**src/rtl/spi_slave.sv**
```systemverilog
`default_nettype none
// ============================================================================
// spi_slave : SPI mode-0 responder, MSB first, 8-bit frames, clk-oversampled
// Revision  : 1.0
// ============================================================================
module spi_slave #(
  parameter int SYNC_STAGES = 2
) (
  input  logic       clk,
  input  logic       rst,
  input  logic       sck,
  input  logic       cs,
  input  logic       mosi,
  output logic       miso,
  output logic       miso_oe,
  input  logic [7:0] tx_data,
  input  logic       tx_load,
  output logic       tx_ready,
  output logic [7:0] rx_data,
  output logic       rx_valid,
  output logic       busy,
  output logic       underrun,
  output logic       frame_err
);

  typedef enum logic [0:0] {
    ST_IDLE = 1'b0,
    ST_SEL  = 1'b1
  } state_t;

  logic [SYNC_STAGES-1:0] sck_sync_q, sck_sync_d;
  logic [SYNC_STAGES-1:0] cs_sync_q, cs_sync_d;
  logic [SYNC_STAGES-1:0] mosi_sync_q, mosi_sync_d;
  logic                   sck_prev_q, sck_prev_d;
  logic                   cs_prev_q, cs_prev_d;

  state_t     state_q, state_d;
  logic [2:0] bit_cnt_q, bit_cnt_d;
  logic [7:0] tx_shreg_q, tx_shreg_d;
  logic [6:0] rx_shreg_q, rx_shreg_d;
  logic [7:0] tx_buf_q, tx_buf_d;
  logic       tx_full_q, tx_full_d;
  logic [7:0] rx_data_q, rx_data_d;
  logic       rx_valid_q, rx_valid_d;
  logic       underrun_q, underrun_d;
  logic       frame_err_q, frame_err_d;

  logic sck_s, cs_s, mosi_s;
  logic sck_rise, sck_fall, cs_fall, cs_rise;
  logic load_next, consume, load_accept;

  assign sck_s  = sck_sync_q[SYNC_STAGES-1];
  assign cs_s   = cs_sync_q[SYNC_STAGES-1];
  assign mosi_s = mosi_sync_q[SYNC_STAGES-1];

  assign sck_rise = sck_s & ~sck_prev_q;
  assign sck_fall = ~sck_s & sck_prev_q;
  assign cs_fall  = ~cs_s & cs_prev_q;
  assign cs_rise  = cs_s & ~cs_prev_q;

  always_comb begin
    sck_sync_d  = {sck_sync_q[SYNC_STAGES-2:0], sck};
    cs_sync_d   = {cs_sync_q[SYNC_STAGES-2:0], cs};
    mosi_sync_d = {mosi_sync_q[SYNC_STAGES-2:0], mosi};
    sck_prev_d  = sck_s;
    cs_prev_d   = cs_s;
  end

  always_comb begin
    state_d     = state_q;
    bit_cnt_d   = bit_cnt_q;
    tx_shreg_d  = tx_shreg_q;
    rx_shreg_d  = rx_shreg_q;
    rx_data_d   = rx_data_q;
    rx_valid_d  = 1'b0;
    underrun_d  = 1'b0;
    frame_err_d = 1'b0;
    load_next   = 1'b0;
    consume     = 1'b0;

    case (state_q)
      ST_IDLE: begin
        if (cs_fall) begin
          state_d   = ST_SEL;
          bit_cnt_d = 3'd0;
          load_next = 1'b1;
        end
      end
      ST_SEL: begin
        // Deselect wins over any sck edge seen in the same cycle.
        if (cs_rise) begin
          state_d     = ST_IDLE;
          frame_err_d = (bit_cnt_q != 3'd0);
          bit_cnt_d   = 3'd0;
          tx_shreg_d  = 8'h00;
        end else if (sck_rise) begin
          rx_shreg_d = {rx_shreg_q[5:0], mosi_s};
          bit_cnt_d  = bit_cnt_q + 3'd1;
          if (bit_cnt_q == 3'd7) begin
            rx_data_d  = {rx_shreg_q, mosi_s};
            rx_valid_d = 1'b1;
          end
        end else if (sck_fall) begin
          if (bit_cnt_q != 3'd0) begin
            tx_shreg_d = {tx_shreg_q[6:0], 1'b0};
          end else begin
            load_next = 1'b1;
          end
        end
      end
      default: state_d = ST_IDLE;
    endcase

    if (load_next) begin
      if (tx_full_q) begin
        tx_shreg_d = tx_buf_q;
        consume    = 1'b1;
      end else begin
        tx_shreg_d = 8'h00;
        underrun_d = 1'b1;
      end
    end

    // A load coinciding with a consume refills the slot being emptied.
    load_accept = tx_load & (~tx_full_q | consume);
    tx_buf_d    = load_accept ? tx_data : tx_buf_q;
    tx_full_d   = load_accept | (tx_full_q & ~consume);
  end

  always_ff @(posedge clk) begin
    if (rst) begin
      sck_sync_q  <= '0;
      cs_sync_q   <= '1;
      mosi_sync_q <= '0;
      sck_prev_q  <= 1'b0;
      cs_prev_q   <= 1'b1;
      state_q     <= ST_IDLE;
      bit_cnt_q   <= 3'd0;
      tx_shreg_q  <= 8'h00;
      rx_shreg_q  <= 7'h00;
      tx_buf_q    <= 8'h00;
      tx_full_q   <= 1'b0;
      rx_data_q   <= 8'h00;
      rx_valid_q  <= 1'b0;
      underrun_q  <= 1'b0;
      frame_err_q <= 1'b0;
    end else begin
      sck_sync_q  <= sck_sync_d;
      cs_sync_q   <= cs_sync_d;
      mosi_sync_q <= mosi_sync_d;
      sck_prev_q  <= sck_prev_d;
      cs_prev_q   <= cs_prev_d;
      state_q     <= state_d;
      bit_cnt_q   <= bit_cnt_d;
      tx_shreg_q  <= tx_shreg_d;
      rx_shreg_q  <= rx_shreg_d;
      tx_buf_q    <= tx_buf_d;
      tx_full_q   <= tx_full_d;
      rx_data_q   <= rx_data_d;
      rx_valid_q  <= rx_valid_d;
      underrun_q  <= underrun_d;
      frame_err_q <= frame_err_d;
    end
  end

  assign miso      = ~cs_s & tx_shreg_q[7];
  assign busy      = ~cs_s;
  assign miso_oe   = ~cs_s;
  assign tx_ready  = ~tx_full_q;
  assign rx_data   = rx_data_q;
  assign rx_valid  = rx_valid_q;
  assign underrun  = underrun_q;
  assign frame_err = frame_err_q;

endmodule
`default_nettype wire
```
**config.mk**
```make
export PLATFORM = sky130hd
export DESIGN_NAME = spi_slave
export DESIGN_NICKNAME = d
export VERILOG_FILES = /design/src/rtl/spi_slave.sv
export SDC_FILE = /design/constraint.sdc
export NUM_CORES = 1
export LEC_CHECK = 0
export ABC_CLOCK_PERIOD_IN_PS = 1400
export CAP_MARGIN = 20
export CORE_ASPECT_RATIO = 0.7
export CORE_MARGIN = 2
export CORE_UTILIZATION = 40
export DETAILED_ROUTE_END_ITERATION = 12
export PLACE_DENSITY = 0.7
export SKIP_LAST_GASP = 1
export SLEW_MARGIN = 20
export SYNTH_ARGS = -nofsm -noshare
export SYNTH_HDL_FRONTEND = slang
export SYNTH_SLANG_ARGS = --single-unit
```
**constraint.sdc**
```tcl
create_clock -name clk -period 1.4 [get_ports clk]
set_input_delay 0.14 -clock clk [delete_from_list [all_inputs] [get_ports clk]]
set_output_delay 0.14 -clock clk [all_outputs]
set_load 0.01 [all_outputs]
```
==> results.json <==
{
  "status": "finished, violations left",
  "failed_checks": "negative setup slack",
  "worst_pin_slew_ns": 0.3658,
  "utilization_pct": 58.35,
  "finClkSkew_ns": 0.002786,
  "ant_nets": 0,
  "drc": 0,
  "r2r_end": "tx_shreg_q[4]",
  "avgSynthCellArea_um2": 9.232,
  "crit_required_ns": 1.63,
  "cts_tree": "yes",
  "final_max_slew_viol_count": 0,
  "die_x_um": 88,
  "track_usage_pct": 17.56,
  "diodes": 0,
  "sw_frac_of_total_pct": 23.11,
  "min_to": "mosi_sync_q[0]",
  "vias": 1667,
  "grt_overflow": 0,
  "fp-row-count": 21,
  "grt_max_degree": 23,
  "clock_power_share_pct": 38.1,
  "fin_crit_ns": 1.479,
  "drt_iter0_drc": 160,
  "pre_cts_slack_ns": -0.1520,
  "r2r-start": "bit_cnt_q[0]",
  "total_power_mw": 2.625,
  "drive_gt1_share_pct": 25.09,
  "p_comb_share_pct": 8.8,
  "yosysSeqAreaShare_pct": 47.63,
  "start_util_pct": 41.54,
  "clockRootBuffer": "clkbuf_8",
  "wl_um": 4507,
  "clk_pin_slew_ns": 0.09,
  "wl_per_cell_um": 13.41,
  "synth_cells": 214,
  "hold_buffers": 0,
  "cts_buffer_depth": 2,
  "p_int_mw": 2.019,
  "ff2ff_path_depth": 8,
  "htreeDepth": 2,
  "crit_fanout": 5,
  "worst_setup_path_start_kind": "register",
  "rsz0062_at_grt": "true",
  "place.gp.congestion": 0.8311,
  "grt_antenna_before_repair": 0,
  "seq_power_share_pct": 53.0,
  "leakagePower_nw": 1.220,
  "ys_seq_elements": 47,
  "netSwitchingPower_mw": 0.6066,
  "tns_ns": -0.7644,
  "ys_warn_count": 0,
  "vias_per_cell": 4.961,
  "fin_cells": 336,
  "firstDrtPassIters": 4,
  "worst_skew_pair.late_latency_ns": 0.31,
  "hold_viol_final": 0,
  "fin_nets": 283,
  "period_share_pct": 105.6,
  "yosysUniqueCellTypes": 36,
  "max_cap_violations": 0,
  "fmax_mhz": 676.2,
  "synth.cell_area_um2": 1976,
  "min_path_cells": 2,
  "synthesis.nets": 231,
  "dp.cells": 321,
  "cts_inserted_buffers": 5,
  "worstHoldStart": "mosi",
  "worstHoldPathType": "primary input to register",
  "grt_pass1_vias": 1548,
  "worstSetupPathType": "register to register",
  "dieArea_um2": 5526,
  "end_kind": "register",
  "setup_ws_ns": -0.07883,
  "core-area_um2": 4756,
  "p_per_area_nw_per_um2": 946.0,
  "area_delta_synth_final_pct": 40.47,
  "cp-startpoint": "bit_cnt_q[0]",
  "port_buffers": 28,
  "vdd_ir_drop_max_uv": 748.0,
  "dpl.hpwl_um": 3008,
  "arrival_ns": 1.71,
  "pin_count": 29,
  "cts.sinks": 47,
  "r2r_slack_ns": -0.08,
  "grt_pass1_wl_um": 7445,
  "slew_headroom_pct": 75.52,
  "setup_violations": 17,
  "die_h_um": 62.80
}
-- power by group through the flow --
stage          registers (mW)  logic (mW)  clock network (mW)
2_1_floorplan            1.42       0.115                   0
3_3_place_gp             1.42       0.207                   0
3_5_place_dp             1.42       0.210                   0
4_1_cts                  1.39       0.224                1.02
5_1_grt                  1.40       0.252                1.09
6_report                 1.39       0.232                1.00
-- flip-flops by register name (all words and copies together) (netlist names) --
register,cells
underrun,1
state_q,1
cs_sync_q,2
sck_sync_q,2
rx_data,8
rx_valid,1
tx_shreg_q,8
mosi_sync_q,2
tx_buf_q,8
tx_full_q,1
bit_cnt_q,3
frame_err,1
sck_prev_q,1
rx_shreg_q,7
cs_prev_q,1
-- cell usage after synthesis (all sizes together) --
master | count | area (µm²)
o22ai | 1 | 6.260
and2 | 2 | 12.51
o21ai | 13 | 65.06
o211ai | 6 | 58.81
nand2 | 23 | 86.33
a31oi | 1 | 21.27
o31ai | 2 | 15.01
nand3b | 1 | 7.510
inv | 12 | 45.04
nand2b | 4 | 27.53
or2 | 2 | 12.51
nor3 | 2 | 10.01
ha | 3 | 37.54
and3b | 1 | 10.01
nor2b | 7 | 46.30
a21o | 1 | 7.510
o2111ai | 2 | 17.52
buf | 5 | 35.03
clkbuf | 7 | 26.28
nor2 | 23 | 86.33
nor4 | 1 | 6.260
and2b | 2 | 15.01
mux2i | 23 | 230.2
dfxtp | 47 | 940.9
nand4 | 4 | 25.02
a22oi | 2 | 15.01
o221ai | 5 | 43.79
nand3 | 6 | 35.03
a21oi | 6 | 30.03
-- worst max path at each step --
| stage | end | slack (ns) | cells after the start |
|---|---|---|---|
| floorplan | tx_buf_q[0] | 0.005 | 6 |
| global placement | tx_buf_q[6] | -0.07 | 4 |
| detailed placement | tx_buf_q[1] | -0.15 | 4 |
| CTS | busy | -0.16 | 3 |
| global route | tx_shreg_q[4] | -0.14 | 8 |
| finish | tx_shreg_q[4] | -0.08 | 8 |
-- stage by stage --
| step | hold WS [ns] | instance area (µm²) |
|---|---|---|
| global placement | 0.3909 | 2466 |
| global route | 0.3788 | 2775 |
| CTS | 0.3726 | 2713 |
| floorplan | 0.2438 | 1983 |
| finish | 0.3744 | 2775 |
| detailed placement | 0.4104 | 2466 |
-- logic make-up after synthesis --
family / after synthesis / synth area share (%)
AOI/OAI and AO/OA: 39 / 14.19
adders and majority gates: 3 / 1.900
buffers and inverters: 24 / 5.383
DFF: 47 / 47.62
muxes: 23 / 11.65
and+or+nand+nor: 78 / 19.25
-- layout make-up --
cell class,instances,area (µm²)
flip-flops and latches,47,953.4
well taps,69,86.33
repair buffers,57,548.0
inverters,12,47.55
clock inverters,3,43.79
clock buffers,5,68.82
fillers,415,1981
multi-input cells,143,1027
-- critical path: stages (launching register included) --
cell and delay, ns:
dfxtp_2 0.36, inv_2 0.05, ha_4 0.15, and2b_2 0.24
buf_6 0.13, nor4_4 0.14, buf_4 0.18, o21ai_0 0.08
o221ai_1 0.08
-- cell usage in the layout, fill, tap and decap left out, types with 3 or more instances in the layout --
cell / instances
nor2_1: 23
nand3_1: 4
inv_1: 9
nand4_1: 4
a21oi_1: 6
o211ai_1: 5
dfxtp_1: 41
dlygate4sd2_1: 3
clkdlybuf4s50_1: 23
mux2i_1: 22
ha_4: 3
nand2b_1: 3
o21ai_0: 9
buf_6: 3
dfxtp_2: 4
buf_4: 24
nor2b_1: 6
nand2_1: 23
clkbuf_8: 5
o221ai_1: 4
-- what timing repair did --
action                                  in CTS  in global routing
resized for setup                           19                 19
gates cloned                                 1                  0
hold endpoints to repair                     0                  0
endpoints found under the setup margin      29                 29
pin swaps                                    6                  4
buffers inserted                             4                  3
-- metal layers --
metal / up-vias / track usage (%) / wire length, µm
li1: 845 / - / -
met4: 0 / 6.346 / 78
met3: 7 / 5.812 / 248
met2: 46 / 24.34 / 1862
met5: - / 0 / 0
met1: 769 / 25.14 / 2317
No activity file was read; power rests on OpenSTA's default activity.
